### config.mk
export PLATFORM = sky130hd
export DESIGN_NAME = fx_mac_seq
export DESIGN_NICKNAME = d
export VERILOG_FILES = /design/src/rtl/fx_mac_pkg.sv /design/src/rtl/fx_mac_seq_addr.sv /design/src/rtl/fx_mac_seq.sv
export SDC_FILE = /design/constraint.sdc
export NUM_CORES = 1
export LEC_CHECK = 0
export BUFFER_PORTS_ARGS = -buffer_cell sky130_fd_sc_hd__buf_2
export CELL_PAD_IN_SITES_DETAIL_PLACEMENT = 0
export CELL_PAD_IN_SITES_GLOBAL_PLACEMENT = 1
export CORE_MARGIN = 3
export CORE_UTILIZATION = 40
export DETAILED_ROUTE_END_ITERATION = 8
export HOLD_SLACK_MARGIN = 0.1
export MAX_ROUTING_LAYER = met4
export PLACE_DENSITY_LB_ADDON = 0.1
export SKIP_LAST_GASP = 1
export SYNTH_ARGS = -nofsm -noshare
export SYNTH_HDL_FRONTEND = slang
export SYNTH_SLANG_ARGS = --single-unit
### constraint.sdc
create_clock -name clk_i -period 3.09 [get_ports clk_i]
set_input_delay 0.309 -clock clk_i [delete_from_list [all_inputs] [get_ports clk_i]]
set_output_delay 0.309 -clock clk_i [all_outputs]
set_load 0.1 [all_outputs]
### src/rtl/fx_mac_pkg.sv
// Purpose : shared types and constants for the fx_mac layer sequencer.
// Latency : n/a (declarations only).
// Backpr. : n/a.
// Contents: seq_state_t (sequencer FSM states), MAC_DRAIN_CYC (MAC result delay
//           after the last valid operand pair).
package fx_mac_pkg;

    // Cycles between the last valid operand pair and the MAC's result pulse.
    localparam int MAC_DRAIN_CYC = 6;

    typedef enum logic [2:0] {
        ST_IDLE  = 3'd0,
        ST_FETCH = 3'd1,
        ST_DRAIN = 3'd2,
        ST_WRITE = 3'd3,
        ST_DONE  = 3'd4
    } seq_state_t;

endpackage

### src/rtl/fx_mac_seq_addr.sv
// Purpose : k / j / row-offset counters and the weight, data and output address adders.
// Latency : addresses are combinational from the counter registers (0 cycles).
// Backpr. : none; counters advance only on the sequencer's explicit strobes.
// Ports   : i_clk, i_rst (sync active-high); i_clr restarts a job, i_k_inc steps k
//           during fetch, i_row_next steps j and the row offset after each write;
//           i_*_base / i_n_out are the latched job config; o_k_last / o_row_last
//           flag loop ends; o_w_addr / o_d_addr / o_o_addr are the memory addresses.
module fx_mac_seq_addr #(
    parameter int K  = 4,
    parameter int AW = 10,
    parameter int NW = 8
) (
    input  logic          i_clk,
    input  logic          i_rst,
    input  logic          i_clr,
    input  logic          i_k_inc,
    input  logic          i_row_next,
    input  logic [AW-1:0] i_w_base,
    input  logic [AW-1:0] i_d_base,
    input  logic [AW-1:0] i_o_base,
    input  logic [NW-1:0] i_n_out,
    output logic          o_k_last,
    output logic          o_row_last,
    output logic [AW-1:0] o_w_addr,
    output logic [AW-1:0] o_d_addr,
    output logic [AW-1:0] o_o_addr
);

    localparam int KW = (K > 1) ? $clog2(K) : 1;

    logic [KW-1:0] r_k;
    logic [NW-1:0] r_j;
    logic [AW-1:0] r_off;     // running j*K, avoids a multiplier

    logic [AW-1:0] w_k_ext;
    logic [AW-1:0] w_j_ext;
    logic [NW:0]   w_j_plus1;

    assign w_k_ext   = AW'(r_k);
    assign w_j_ext   = AW'(r_j);
    // One extra bit so j+1 == n_out compares cleanly when n_out = 2^NW-1.
    assign w_j_plus1 = {1'b0, r_j} + (NW+1)'(1);

    assign o_k_last   = (r_k == KW'(K-1));
    assign o_row_last = (w_j_plus1 == {1'b0, i_n_out});

    // All sums wrap naturally modulo 2^AW.
    assign o_w_addr = i_w_base + r_off + w_k_ext;
    assign o_d_addr = i_d_base + w_k_ext;
    assign o_o_addr = i_o_base + w_j_ext;

    always_ff @(posedge i_clk) begin
        if (i_rst || i_clr) begin
            r_k   <= '0;
            r_j   <= '0;
            r_off <= '0;
        end else begin
            if (i_k_inc) begin
                r_k <= o_k_last ? '0 : r_k + KW'(1);
            end
            if (i_row_next) begin
                r_j   <= r_j + NW'(1);
                r_off <= r_off + AW'(K);
            end
        end
    end

endmodule

### src/rtl/fx_mac_seq.sv
// Purpose : fully-connected layer sequencer for one fx_mac: fetch K weight/data pairs per output,
//           wait for the MAC result, write it to output memory, repeat n_out times.
// Latency : K+8 cycles per output; start to done_o = n_out*(K+8)+2 cycles (2 when n_out = 0).
// Backpr. : none; the MAC and memories have fixed latency, DRAIN waits indefinitely for mac_vld_i.
// Ports   : clk_i, rst (sync active-high); start_i + cfg_* job request (sampled in IDLE only);
//           busy_o / done_o status; w_* and d_* sync-read memory ports (1-cycle latency);
//           mac_vld_o/mac_win_o/mac_din_o to the MAC, mac_acc_i/mac_vld_i from it;
//           o_we_o/o_addr_o/o_data_o output memory write port.
// Option  : define FX_MAC_SEQ_RELU_EN to clamp negative results to zero on write.
module fx_mac_seq
    import fx_mac_pkg::*;
#(
    parameter int WIDTH = 8,
    parameter int K     = 4,
    parameter int AW    = 10,
    parameter int NW    = 8
) (
    input  logic             clk_i,
    input  logic             rst,
    input  logic             start_i,
    input  logic [AW-1:0]    cfg_w_base_i,
    input  logic [AW-1:0]    cfg_d_base_i,
    input  logic [AW-1:0]    cfg_o_base_i,
    input  logic [NW-1:0]    cfg_n_out_i,
    output logic             busy_o,
    output logic             done_o,
    output logic             w_en_o,
    output logic [AW-1:0]    w_addr_o,
    input  logic [WIDTH-1:0] w_data_i,
    output logic             d_en_o,
    output logic [AW-1:0]    d_addr_o,
    input  logic [WIDTH-1:0] d_data_i,
    output logic             mac_vld_o,
    output logic [WIDTH-1:0] mac_win_o,
    output logic [WIDTH-1:0] mac_din_o,
    input  logic [WIDTH-1:0] mac_acc_i,
    input  logic             mac_vld_i,
    output logic             o_we_o,
    output logic [AW-1:0]    o_addr_o,
    output logic [WIDTH-1:0] o_data_o
);

    seq_state_t       r_state;
    logic             r_busy;
    logic             r_done;
    logic             r_mac_vld;
    logic [WIDTH-1:0] r_res;
    logic [AW-1:0]    r_w_base;
    logic [AW-1:0]    r_d_base;
    logic [AW-1:0]    r_o_base;
    logic [NW-1:0]    r_n_out;

    logic             w_fetch;
    logic             w_write;
    logic             w_accept;
    logic             w_k_last;
    logic             w_row_last;
    logic [AW-1:0]    w_w_addr;
    logic [AW-1:0]    w_d_addr;
    logic [AW-1:0]    w_o_addr;
    logic [WIDTH-1:0] w_res_out;

    assign w_fetch  = (r_state == ST_FETCH);
    assign w_write  = (r_state == ST_WRITE);
    assign w_accept = (r_state == ST_IDLE) && start_i;

    fx_mac_seq_addr #(
        .K  (K),
        .AW (AW),
        .NW (NW)
    ) u_addr (
        .i_clk      (clk_i),
        .i_rst      (rst),
        .i_clr      (w_accept),
        .i_k_inc    (w_fetch),
        .i_row_next (w_write),
        .i_w_base   (r_w_base),
        .i_d_base   (r_d_base),
        .i_o_base   (r_o_base),
        .i_n_out    (r_n_out),
        .o_k_last   (w_k_last),
        .o_row_last (w_row_last),
        .o_w_addr   (w_w_addr),
        .o_d_addr   (w_d_addr),
        .o_o_addr   (w_o_addr)
    );

`ifdef FX_MAC_SEQ_RELU_EN
    assign w_res_out = r_res[WIDTH-1] ? '0 : r_res;
`else
    assign w_res_out = r_res;
`endif

    // Memory requests are a direct decode of the FETCH state; addresses are
    // forced to zero when idle so the ports are quiet outside a fetch.
    assign w_en_o   = w_fetch;
    assign d_en_o   = w_fetch;
    assign w_addr_o = w_fetch ? w_w_addr : '0;
    assign d_addr_o = w_fetch ? w_d_addr : '0;

    // Read data arrives one cycle after the request, aligned with the delayed
    // enable, so the operands bypass any register and are gated by that enable.
    assign mac_vld_o = r_mac_vld;
    assign mac_win_o = r_mac_vld ? w_data_i : '0;
    assign mac_din_o = r_mac_vld ? d_data_i : '0;

    assign o_we_o   = w_write;
    assign o_addr_o = w_write ? w_o_addr  : '0;
    assign o_data_o = w_write ? w_res_out : '0;

    assign busy_o = r_busy;
    assign done_o = r_done;

    always_ff @(posedge clk_i) begin
        if (rst) begin
            r_state   <= ST_IDLE;
            r_busy    <= 1'b0;
            r_done    <= 1'b0;
            r_mac_vld <= 1'b0;
            r_res     <= '0;
            r_w_base  <= '0;
            r_d_base  <= '0;
            r_o_base  <= '0;
            r_n_out   <= '0;
        end else begin
            r_done    <= 1'b0;
            r_mac_vld <= w_fetch;
            case (r_state)
                ST_IDLE: begin
                    if (start_i) begin
                        r_w_base <= cfg_w_base_i;
                        r_d_base <= cfg_d_base_i;
                        r_o_base <= cfg_o_base_i;
                        r_n_out  <= cfg_n_out_i;
                        r_busy   <= 1'b1;
                        r_state  <= (cfg_n_out_i == '0) ? ST_DONE : ST_FETCH;
                    end
                end
                ST_FETCH: begin
                    if (w_k_last) begin
                        r_state <= ST_DRAIN;
                    end
                end
                ST_DRAIN: begin
                    // The MAC's own clear happens because its vld history is
                    // empty by the time we return to FETCH.
                    if (mac_vld_i) begin
                        r_res   <= mac_acc_i;
                        r_state <= ST_WRITE;
                    end
                end
                ST_WRITE: begin
                    r_state <= w_row_last ? ST_DONE : ST_FETCH;
                end
                ST_DONE: begin
                    r_done  <= 1'b1;
                    r_busy  <= 1'b0;
                    r_state <= ST_IDLE;
                end
                default: begin
                    r_state <= ST_IDLE;
                end
            endcase
        end
    end

endmodule

==> impl_results.md <==
- Status: completed
- Slew margin rel.: 0.439
- Initial core utilization: 0.413
- Fin. max-slew vios: 0
- TritonCTS clock tree: built
- Routability cong.: 0.846
- DIE WIDTH: 106 um
- Core box area: 9770 um2
- Max Cap Viol: 0
- Routed Antenna Nets: 0
- Initial antenna violation count: 0
- Site row count: 36
- Setup WS post-layout: 0.157 ns
- Grt total ovfl: 0
- Register area: 1410 um2
- H-tree levels: 3
- N_diodes: 0
- Drt wl/cell: 13.1 um
- LEAKAGE: 2.17 nW
- Clk_lat worst skew: 0.34 ns
- Post-CTS Setup Inserts: 0
- Crit path max fanout: 6
- Final Hold Fails: 0
- Post-Route WL: 10.1 mm
- Num ports: 126
- Post-synth ARST share: 0
- Syn Area/Cell: 7.76 um2
- Hold_ws: 0.199 ns
- GRT Total Usage: 0.188
- Req. time, crit path: 2.78 ns
- Post-synth design cell area: 4040 um2
- Clk root buf: clkbuf_8
- Final setup fails: 0
- Via Count: 3,775
- Post-Synthesis Cells: 520
- Pwr per Cell Area: 459 nW/um2
- Worst Path Arrival: 2.62 ns
- Post-layout min period: 2.93 ns
- Setup_tns: 0 ns
- Total CTS buffers: 9
- Post-route insts no fill: 768
- # DRC: 0
- Final worst path period share: 0.949
- Die H: 106 um
- Post-DP Area: 4770 um2
- Die area: 11,300 um2
- Detail Placement HPWL: 7.58 mm
- CTS clock-pin slew for the worst setup and hold paths: 0.07 ns
- Global-route wire length before repair: 16.8 mm
- Syn_nets: 611
- Final #Nets: 723
- Fmax: 341 MHz
- Critical path class: reg -> out
- Hold Path Class: in -> reg
- Worst setup SP type: register
- Post-route design area: 4990 um2
- Seq/Total Area, Yosys: 0.347
- EDFF count, synth: 0
- Maximum vdd drop: 0.000228 V
- Number of fillers in the final layout: 992
- DR pass1 iterations: 4
- Vias per std cell: 4.92
- Synthesis-stage register bit count: 70
- Vias in the first global route: 3,588
- Share of layout cells above drive strength 1: 0.261
- Synth Warn #: 0
- Clock Skew: 0.00547 ns
- Largest net degree at the start of global routing: 39
- Area occupied by multi-input gates: 2480 um2
- Post-synth cell types: 46
- Port Buf Inserts: 125
- Top_reg_cell synth: dfxtp_1
- Place WS: 0.365 ns
- Area Overhead vs Synth: 23.5%
- Post-Place Cells: 754
- Iter 0 DRT Violations: 153
- Longest Clk Path Bufs: 2
- Clock Sinks: 70
- CP endpoint kind: output pin
- Least-Margin Pin Slew: 0.839 ns
## layer usage
layer | global-route usage | vias up | routed length [um]
li1 | - | 1947 | -
met1 | 0.228 | 1720 | 4600
met2 | 0.315 | 95 | 4750
met3 | 0.0468 | 13 | 596
met4 | 0.0466 | 0 | 122
met5 | - | - | 0
## state kept, by name (all words and copies together), names as in the netlist
| register | count |
|---|---|
| r_o_base | 10 |
| r_res | 8 |
| r_state | 3 |
| done_o | 1 |
| u_addr.r_off | 8 |
| mac_vld_o | 1 |
| u_addr.r_j | 8 |
| r_w_base | 10 |
| u_addr.r_k | 2 |
| r_n_out | 8 |
| r_d_base | 10 |
| busy_o | 1 |
## worst max-delay path: stages, from the launching register on
cell      delay [ns]
dfxtp_4         0.39
ha_1            0.20
inv_1           0.07
fa_1            0.39
nor2b_2         0.16
o21ai_0         0.09
nand2b_1        0.11
a311oi_1        0.14
a21oi_1         0.24
mux2i_2         0.30
buf_12          0.21
## path summary, 6_finish.rpt
kind | depth (start not counted) | start | slack [ns] | end
setup / recovery | 10 | u_addr.r_j[0]$_SDFFE_PP0P_ | 0.16 | o_addr_o[8]
hold / removal | 3 | cfg_w_base_i[2] | 0.20 | r_w_base[2]$_SDFFE_PP0P_
setup reg to reg | 6 | u_addr.r_j[1]$_SDFFE_PP0P_ | 1.24 | r_state[0]$_SDFFE_PP0P_
hold reg to reg | 2 | r_w_base[5]$_SDFFE_PP0P_ | 0.46 | r_w_base[5]$_SDFFE_PP0P_
## kinds of logic after synthesis
logic type,after synthesis,synth area share
AO/OA/AOI/OAI,90,0.126
multiplexers,10,0.0251
buffers and inverters,42,0.0527
flip-flops,70,0.347
AND/OR/NAND/NOR,242,0.277
XOR/XNOR,41,0.0890
adder cells (fa/ha/maj),25,0.0831
## cell usage in the layout, fill, tap and decap left out, types with 4 or more instances in the layout
cell and instances:
a21oi_1 55, and2_1 29, buf_2 120, buf_4 4, clkbuf_8 11, dfxtp_1 69, ha_1 22, inv_1 13
mux2i_1 8, nand2_1 98, nand2b_1 4, nand3_1 7, nand4_1 6, nor2_1 57, nor2_2 5, nor2b_1 4
nor3_1 4, nor3_2 6, o21a_1 5, o21ai_0 12, or3_1 5, xnor2_1 22, xor2_1 19
## what timing repair did
action	in CTS	in global routing
pin swaps	0	1
hold buffers	0	0
endpoints found under the setup margin	3	5
resized for setup	2	8
## area by class of cell
cell class              count  area share
clock buffers              13      0.0319
clock inverters             1     0.00602
well taps                 133      0.0334
multi-input cells         408       0.497
inverters                  14      0.0105
flip-flops and latches     70       0.282
repair buffers            129       0.140
## metrics by stage
stage                     power [mW]  utilization
after floorplan                 1.46            -
after global placement          1.58        0.488
after detailed placement        1.59        0.488
after CTS                       2.32        0.508
after global routing            2.42        0.510
final                           2.29        0.510
## report_power, final
| part | switching, mW | internal, mW | total [mW] |
|---|---|---|---|
| clock network | 0.317 | 0.409 | 0.727 |
| logic | 0.421 | 0.147 | 0.568 |
| registers | 0.0444 | 0.949 | 0.993 |
| total | 0.783 | 1.50 | 2.29 |
## synthesized netlist by cell type (5+ instances only)
master | number | area (um2)
clkbuf_1 | 10 | 37.5
nand3_1 | 7 | 35.0
nand4_1 | 6 | 37.5
xor2_1 | 19 | 166
o21ai_0 | 12 | 60.1
nand2_1 | 98 | 368
or3_1 | 5 | 31.3
a21oi_1 | 57 | 285
ha_1 | 22 | 275
mux2i_1 | 9 | 90.1
nor3_1 | 9 | 45.0
nor2b_1 | 5 | 31.3
and2_1 | 29 | 181
buf_2 | 11 | 55.1
inv_1 | 13 | 48.8
xnor2_1 | 22 | 193
nor2_1 | 61 | 229
dfxtp_1 | 70 | 1400
o21a_1 | 5 | 37.5
Power figures use the tool's default switching activity.
